File: src/rtl/gpio_arb.sv
// rtl/gpio_arb.sv - two-requester GPIO access arbiter, optional round robin via GPIO_ARB_RR_EN
module gpio_arb #(
  parameter int WIDTH = 32
) (
  input  logic             clk,
  input  logic             rst_n,
  input  logic             m0_req,
  input  logic             m1_req,
  input  logic             m0_we,
  input  logic             m1_we,
  input  logic [1:0]       m0_a,
  input  logic [1:0]       m1_a,
  input  logic [WIDTH-1:0] m0_wd,
  input  logic [WIDTH-1:0] m1_wd,
  output logic             m0_ack,
  output logic             m1_ack,
  output logic [WIDTH-1:0] rd_o,
  output logic             gp_we,
  output logic [1:0]       gp_a,
  output logic [WIDTH-1:0] gp_wd,
  input  logic [WIDTH-1:0] gp_rd,
  output logic             busy,
  output logic             gnt_id
);

  typedef enum logic [1:0] {
    S_IDLE = 2'd0,
    S_ACC  = 2'd1,
    S_RESP = 2'd2
  } state_t;

  state_t           state_q, state_d;
  logic             we_q, we_d;
  logic [1:0]       a_q, a_d;
  logic [WIDTH-1:0] wd_q, wd_d;
  logic [WIDTH-1:0] rd_q, rd_d;
  logic             id_q, id_d;
  logic             any_req;
  logic             win;

  assign any_req = m0_req | m1_req;

`ifdef GPIO_ARB_RR_EN
  logic ptr_q, ptr_d;

  // Winner selection: ptr names the favoured requester on a tie; it flips away from each grantee
  always_comb begin
    ptr_d = ptr_q;
    if (m0_req && m1_req) begin
      win = ptr_q;
    end else begin
      win = ~m0_req;
    end
    if (state_q == S_IDLE && any_req) begin
      ptr_d = ~win;
    end
  end

  // Round-robin pointer register; reset favours m0
  always_ff @(posedge clk or negedge rst_n) begin
    if (!rst_n) begin
      ptr_q <= 1'b0;
    end else begin
      ptr_q <= ptr_d;
    end
  end
`else
  // Fixed priority: m0 wins whenever it is requesting
  always_comb win = ~m0_req;
`endif

  // Next-state and latch logic for the IDLE -> ACC -> RESP sequence
  always_comb begin
    state_d = state_q;
    we_d    = we_q;
    a_d     = a_q;
    wd_d    = wd_q;
    rd_d    = rd_q;
    id_d    = id_q;
    case (state_q)
      S_IDLE: begin
        if (any_req) begin
          state_d = S_ACC;
          id_d    = win;
          we_d    = win ? m1_we : m0_we;
          a_d     = win ? m1_a  : m0_a;
          wd_d    = win ? m1_wd : m0_wd;
        end
      end
      S_ACC: begin
        state_d = S_RESP;
        if (!we_q) begin
          rd_d = gp_rd;
        end
      end
      S_RESP: begin
        state_d = S_IDLE;
      end
      default: begin
        state_d = S_IDLE;
      end
    endcase
  end

  // State and transaction registers; async reset aborts any in-flight access
  always_ff @(posedge clk or negedge rst_n) begin
    if (!rst_n) begin
      state_q <= S_IDLE;
      we_q    <= 1'b0;
      a_q     <= 2'd0;
      wd_q    <= '0;
      rd_q    <= '0;
      id_q    <= 1'b0;
    end else begin
      state_q <= state_d;
      we_q    <= we_d;
      a_q     <= a_d;
      wd_q    <= wd_d;
      rd_q    <= rd_d;
      id_q    <= id_d;
    end
  end

  // gp_we decodes straight from state so a reset drops it without waiting for clk
  assign gp_we  = (state_q == S_ACC) & we_q;
  assign gp_a   = a_q;
  assign gp_wd  = wd_q;
  assign rd_o   = rd_q;
  assign m0_ack = (state_q == S_RESP) & ~id_q;
  assign m1_ack = (state_q == S_RESP) & id_q;
  assign busy   = (state_q != S_IDLE);
  assign gnt_id = id_q;

endmodule

File: config.mk
export PLATFORM = sky130hd
export DESIGN_NAME = gpio_arb
export DESIGN_NICKNAME = d
export VERILOG_FILES = /design/src/rtl/gpio_arb.sv
export SDC_FILE = /design/constraint.sdc
export NUM_CORES = 1
export LEC_CHECK = 0
export ABC_CLOCK_PERIOD_IN_PS = 1450
export BUFFER_PORTS_ARGS = -buffer_cell sky130_fd_sc_hd__buf_2
export CORE_MARGIN = 2
export CORE_UTILIZATION = 37
export DETAILED_ROUTE_END_ITERATION = 8
export PLACE_DENSITY = 0.68
export SLEW_MARGIN = 0
export SYNTH_ARGS = -nofsm -noshare
export SYNTH_HDL_FRONTEND = slang
export SYNTH_SLANG_ARGS = --single-unit
File: constraint.sdc
create_clock -name clk -period 1.45 [get_ports clk]
set_input_delay 0.145 -clock clk [delete_from_list [all_inputs] [get_ports clk]]
set_output_delay 0.145 -clock clk [all_outputs]
set_load 0.05 [all_outputs]
# [After elaboration in Yosys (flattened, before gate mapping)]
# Cells that the tools add are included.
[classes] eq_ne=3 n_reduce_logical=4 bitwise_logic=7 muxes=5
[op_table] cell="$mux 32" n=1
[op_table] cell="$mux 2" n=2
[op_table] cell="$pmux 2 s2" n=1
[op_table] cell="$reduce_and 2->1" n=2
[op_table] cell="$and 1x1->1" n=3
[op_table] cell="$not 1->1" n=3
[op_table] cell="$eq 2x1->1 const B" n=1
[op_table] cell="$eq 2x2->1 const B" n=1
[op_table] cell="$logic_not 2->1" n=1
[op_table] cell="$ne 2x2->1 const B" n=1
[op_table] cell="$reduce_bool 2->1" n=1
[op_table] cell="$mux 1" n=1
[op_table] cell="$or 1x1->1" n=1
[word_totals] ff_bits=70 elab_cells=25

# [Longest topological paths before layout]
# Gate-level depths: netlist (run 1).
[depth] word_depth=3 depth_mapped=5

# [Least setup slack after synthesis (run 1)]
# OpenSTA, ideal clock, no wires.
[synth_path] path_type="flip-flop to output port" startpoint="register id_q (netlist: gnt_id)" endpoint="output port m0_ack" path_slack_ps=-486 path_stages_with_launch=2 arrival_ps=1791 path_buffers=0 path_cell_list="dfrtp_1 > nor3b_1"
[synth_via] elab_chain_len=2
[synth_lines] item="start, declared" line="37" text="logic id_q, id_d;"
[synth_lines] item="start signal, assigned" line="120" text="id_q <= id_d;"
[synth_lines] item="$not 1->1" line="129" text="assign m0_ack = (state_q == S_RESP) & ~id_q;"
[synth_lines] item="$and 1x1->1" line="129"
[synth_lines] item="end, declared" line="15" text="output logic m0_ack,"
# Every way passes these cells.

# [Final worst setup path (run 1)]
[layout_path] startpoint="register state_q[1]" endpoint="register rd_q[22] (netlist: rd_o[22])"
[layout_via] elab_chain_len=2
[layout_lines] item="start, declared" line="32" text="state_t state_q, state_d;"
[layout_lines] item="start signal, assigned" line="115" text="state_q <= state_d;"
[layout_lines] item="$eq 2x1->1" line="80" text="case (state_q)"
[layout_lines] item="$reduce_and 2->1 (no source line)"
[layout_lines] item="end signal, assigned" line="119" text="rd_q <= rd_d;"
[layout_lines] item="end, declared" line="36" text="logic [WIDTH-1:0] rd_q, rd_d;"
# Every way passes these cells.
# A chain may end at the register's enable or synchronous reset.

==> results.yml, run 1 <==
clocking:
  cts-root-buf: "clkbuf_8"
  h-tree-depth: 3
  cts_tree: "yes"
  clock_sinks: 70
  cts_buffers: 9
  clk_path_buf_depth: 2
  path_clk_slew_ps: 70
  clock_latency_ps: 340
sta:
  setup-violations-final: 8
  holdWs_ps: 40.9
  hold_viol_final: 0
  setup_slack_ps: -14.7
  max_freq_mhz: 683
  slew_violations: 0
  fin_skew_ps: 9.50
  period_minus_slack_ps: 1460
  relSlewSlack_pct: 75.7
  worst_slew_pin_slew_ps: 364
  grt_setup_unrepaired: "true"
  finalCritPeriodShare_pct: 101
yosys:
  synthMuxAreaShare_pct: 39.4
  synth_seq_cells: 70
  synth-simple-area-share_pct: 1.73
  synth_top_family_by_area: "multiplexers"
  synth_fa_ha_area_share_pct: 0
  synth_nets: 300
  synth-compound-area-share_pct: 0.538
  yosysWarnings: 0
  synth_cells: 194
  ys_types: 14
  synth_area_mm2: 0.00326
  synth_xor_xnor_area_share_pct: 0
  synth_seq_area_share_pct: 53.8
  avgSynthCellArea_um2: 16.8
status:
  violations: "negative setup slack"
  status: "complete, but fails checks"
layout:
  diodes: 0
  drive_above_1_share_pct: 80.7
  fill_cells: 720
  multi_input_area_mm2: 0.00147
  fin_area_mm2: 0.00471
  final_nets: 489
  layout_commonest_cell: "buf_2"
  area_growth_syn_to_layout_pct: 44.6
  register_area_mm2: 0.00175
  fin_cells: 496
  final_cell_mix: "173 x buf_2, 68 x dfrtp_1, 61 x mux2_4, 41 x mux2_2, 12 x clkbuf_8"
run:
  cap_violations: 0
route:
  dr.first_iter.drc_count: 46
  wirelength_um: 7370
  wire_per_inst_um: 14.9
  drt_first_pass_iters: 4
  drt_drc_violations_left: 0
  vias: 2279
  ant_nets: 0
  via_per_inst: 4.59
die:
  die-area_mm2: 0.00956
  fp.dieH_um: 97.8
  start_util_pct: 37.7
  rows: 34
  pin_count: 177
  core_mm2: 0.00864
  die_w_um: 97.8
placement:
  dp_hpwl_um: 4980
  place_ws_ps: -24.4
  gp_congestion: 0.726
  place_inst: 474
  io_buffers: 176
  place_area_mm2: 0.00428
global_routing:
  grt_max_degree: 71
  grt_pass1_wl_um: 11200
  grt_usage_pct: 14.8
  grt_overflow: 0
  antenna_found_initial: 0
  grt_pass1_vias: 2325
critical_path:
  crit_required_ps: 1660
  start_kind: "flip-flop"
  worst-setup-path-type: "flip-flop to flip-flop"
  critPathMaxFanout: 6
  cp-end-kind: "flip-flop"
  arrival_ps: 1680
power:
  p_leak_nw: 2.39
  worst_ir_drop_vdd_mv: 1.62
  power_density_mw_per_mm2: 2830
  p_total_mw: 13.3
hold_path:
  hp-class: "input port to flip-flop"
## Yosys cell counts, drive strengths merged
cell type    n  area (µm²)
mux2       102        1280
nor3b        1        7.51
a21oi        2        10.0
and2         1        6.26
inv          1        3.75
nor2         1        6.26
o21a         1        7.51
dfrtp       70        1750
and3b        1        8.76
nor2b        2        27.5
buf         12         143
## final cells by class
type                            instances  share of cell area [%]
Timing Repair Buffer                  190                    24.6
Clock inverter                          3                   0.372
Inverter                                1                  0.0797
Clock buffer                           13                    3.59
Multi-Input combinational cell        111                    31.2
Sequential cell                        70                    37.3
Tap cell                              108                    2.87
## state kept, by name (all words and copies together), names as in the netlist
signal   count
rd_o        32
gp_a         2
gnt_id       1
gp_wd       32
we_q         1
state_q      2
## final timing paths
kind | slack, ps | end | from | cells after the start
worst max-delay path | -10 | rd_o[22]$_DFFE_PN0P_ | state_q[1]$_DFFE_PN0P_ | 5
min in group asynchronous | 360 | gp_wd[12]$_DFFE_PN0P_ | rst_n | 3
max in group asynchronous | 780 | state_q[1]$_DFFE_PN0P_ | rst_n | 3
worst min register to register | 510 | rd_o[2]$_DFFE_PN0P_ | rd_o[2]$_DFFE_PN0P_ | 1
worst max register to register | -10 | rd_o[22]$_DFFE_PN0P_ | state_q[1]$_DFFE_PN0P_ | 5
worst min-delay path | 40 | rd_o[26]$_DFFE_PN0P_ | gp_rd[26] | 2
## power by group
group / switching (mW) / internal (mW)
clock: 0.711 / 0.757
sequential: 0.585 / 2.98
combinational: 5.10 / 3.19
total: 6.40 / 6.92
## metal layers
metal / global-route usage, % / part of all wire, % / wire length (µm) / vias to the layer above
met1: 18.4 / 42 / 3060 / 1099
met2: 23.7 / 50 / 3670 / 97
met3: 3.08 / 5.8 / 425 / 17
met4: 9.29 / 2.9 / 214 / 0
li1: - / - / - / 1066
met5: 0 / 0 / 0 / -
## stage by stage
step / util, % / setup TNS [ps]
after floorplan: - / 0
after global placement: 49.6 / -7.98
after detailed placement: 49.6 / -282
after CTS: 52.0 / -430
after global routing: 54.5 / -1700
final: 54.5 / -56.1
## cells by family (layout without fill, tap and decap cells)
logic type	count (synthesis)	in the layout
compound gates	3	3
buf+inv	13	207
flops	70	70
mux	102	102
simple gates	6	6
## worst max-delay path, stage by stage, from the launching register on
cell       delay, ps
dfrtp_2          450
nor2b_4          130
nor2b_4          160
buf_12           140
clkbuf_16        160
mux2_4           300
## what timing repair did
item | in CTS | in global routing
gates cloned | 0 | 4
hold buffers | 1 | 0
endpoints found under the hold margin | 70 | 0
endpoints found under the setup margin | 29 | 63
pin swaps | 1 | 0
setup buffers | 0 | 1
gates resized for setup | 4 | 30
(Power assumes the default switching activity.)
==> run 2, diff against run 1 <==
- BUFFER_PORTS_ARGS: -buffer_cell sky130_fd_sc_hd__buf_2 -> default
- DONT_BUFFER_PORTS: default -> 1
- PLACE_DENSITY: 0.68 -> 0.5
==> run 2 against run 1 <==
  * The flow finishes with violations (negative hold slack, negative setup slack)
  * Setup slack improved by 14 ps
  * Critical path depth did not move
  * Fmax rose by 0.97%
  * Sequential power rose by 2%
  * Flip-flop and latch count did not move
  * First-iteration DRC count fell by 46%
  * Routed wire length rose by 3.6%
  * Clock power fell by 10%
  * Via count fell by 11%
  * Cell count fell by 15%
  * Global-route usage fell by 0.30 points
  * Critical path type unchanged
  * Highest routed layer unchanged
==> results.yml, run 2 (synthesis results as in run 1) <==
sta:
  max_freq_mhz: 689
  hold_viol_final: 70
  slew_violations: 0
  setup_slack_ps: -0.733
  fin_skew_ps: 7.88
  finalCritPeriodShare_pct: 100
  grt_setup_unrepaired: "true"
  relSlewSlack_pct: 83.0
  period_minus_slack_ps: 1450
  worst_slew_pin_slew_ps: 254
  holdWs_ps: -500
  totalNegativeSetupSlack_ps: -0.733
  setup-violations-final: 1
run:
  cap_violations: 0
route:
  dr.first_iter.drc_count: 25
  drt_first_pass_iters: 4
  via_per_inst: 4.82
  wirelength_um: 7630
  drt_drc_violations_left: 0
  wire_per_inst_um: 18.2
  ant_nets: 0
  vias: 2025
clocking:
  h-tree-depth: 3
  cts_buffers: 9
  cts_tree: "yes"
  cts-root-buf: "clkbuf_8"
  path_clk_slew_ps: 70
  ctsHoldBuffers: 34
  clock_sinks: 70
  clk_path_buf_depth: 2
  clock_latency_ps: 330
critical_path:
  arrival_ps: 1660
  cp-end-kind: "flip-flop"
  crit_buf_inv: 2
  start_kind: "flip-flop"
  crit_required_ps: 1660
  critPathMaxFanout: 8
  slowest_delay_ps: 450
  cp_slowest_cell: "dfrtp_2"
  rrSetupSlack_ps: -0.7
  crit_family: "flip-flops"
  worst-setup-path-type: "flip-flop to flip-flop"
  critPathLaunch: "state_q[1]$_DFFE_PN0P_"
  cp_common_cell: "nor2b_4"
  reg2reg_from: "state_q[1]$_DFFE_PN0P_"
  path_cells: "nor2b_4 -> nor2b_4 -> buf_12 -> clkbuf_16 -> mux2_4"
die:
  core_mm2: 0.00864
  die_w_um: 97.8
  pin_count: 177
  rows: 34
  fp.dieH_um: 97.8
  start_util_pct: 37.7
  die-area_mm2: 0.00956
layout:
  drive_above_1_share_pct: 66.3
  area_growth_syn_to_layout_pct: 42.8
  diodes: 0
  final_nets: 415
  final_cell_mix: "69 x dfrtp_1, 69 x buf_4, 61 x mux2_4, 41 x mux2_2, 34 x dlygate4sd3_1"
  fin_cells: 420
  fill_cells: 705
status:
  violations: "negative hold slack, negative setup slack"
  status: "complete, but fails checks"
global_routing:
  grt_pass1_vias: 2167
  grt_max_degree: 71
  grt_pass1_wl_um: 11000
  antenna_found_initial: 0
  grt_overflow: 0
  grt_usage_pct: 14.5
placement:
  io_buffers: 0
  gp_congestion: 0.806
  dp_hpwl_um: 4690
  place_inst: 366
power:
  p_total_mw: 13.9
  power_density_mw_per_mm2: 2980
  worst_ir_drop_vdd_mv: 1.33
  p_leak_nw: 2.14
hold_path:
  hp-class: "input port to asynchronous set/reset pin"
-- run 2: cell types whose count changed in the layout (fill, tap and decap cells not counted), sizes merged --
cell,delta
clkbuf,-3
inv,-1
dlygate4sd3,+33
buf,-107
clkinvlp,+2
-- run 2: path summary, 6_finish.rpt --
| kind | to | cells past startpoint |
|---|---|---|
| worst max-delay path | rd_o[5]$_DFFE_PN0P_ | 5 |
| worst min-delay path | rd_o[15]$_DFFE_PN0P_ | 0 |
| worst max register to register | rd_o[5]$_DFFE_PN0P_ | 5 |
| worst min register to register | gp_wd[15]$_DFFE_PN0P_ | 1 |
| max in group asynchronous | state_q[1]$_DFFE_PN0P_ | 0 |
| min in group clk | gp_wd[9]$_DFFE_PN0P_ | 2 |
-- run 2: where the power goes --
part           leakage (nW)  switching [mW]  internal (mW)
Clock                0.0800           0.678          0.642
Combinational          1.24            5.13           3.79
Sequential            0.821           0.645           2.98
Total                  2.14            6.45           7.42
-- run 2: cell type report --
type                    count  area [µm²]  share of cell area [%]
clock buffers              10         138                    2.96
clock inverters             4        25.0                   0.538
inverters                   1        7.51                   0.162
multi-input cells         111        1470                    31.7
flip-flops and latches     70        1750                    37.7
well taps                 108         135                    2.91
repair buffers            116        1120                    24.0
-- run 2: what timing repair did --
item	CTS	global route
endpoints found under the hold margin	103	70
resized for setup	7	30
gates cloned	0	5
setup buffers	0	1
pin swaps	1	0
setup endpoints to repair	5	36
-- run 2: metal layers --
layer | share of wire (%) | routed length (µm) | global-route usage, % | vias to the layer above
li1 | - | - | - | 913
met1 | 42 | 3170 | 17.1 | 994
met2 | 51 | 3870 | 25.3 | 108
met3 | 6.3 | 480 | 3.65 | 10
met4 | 1.5 | 115 | 6.09 | 0
met5 | 0 | 0 | 0 | -
-- run 2: stage by stage --
stage	util, %	area (µm²)	setup slack, ps
2_1_floorplan	-	3260	4.69
3_3_place_gp	44.9	3870	56.9
3_5_place_dp	44.9	3870	11.8
4_1_cts	51.0	4400	-15.5
5_1_grt	53.8	4650	-53.0
6_report	53.8	4650	-0.733
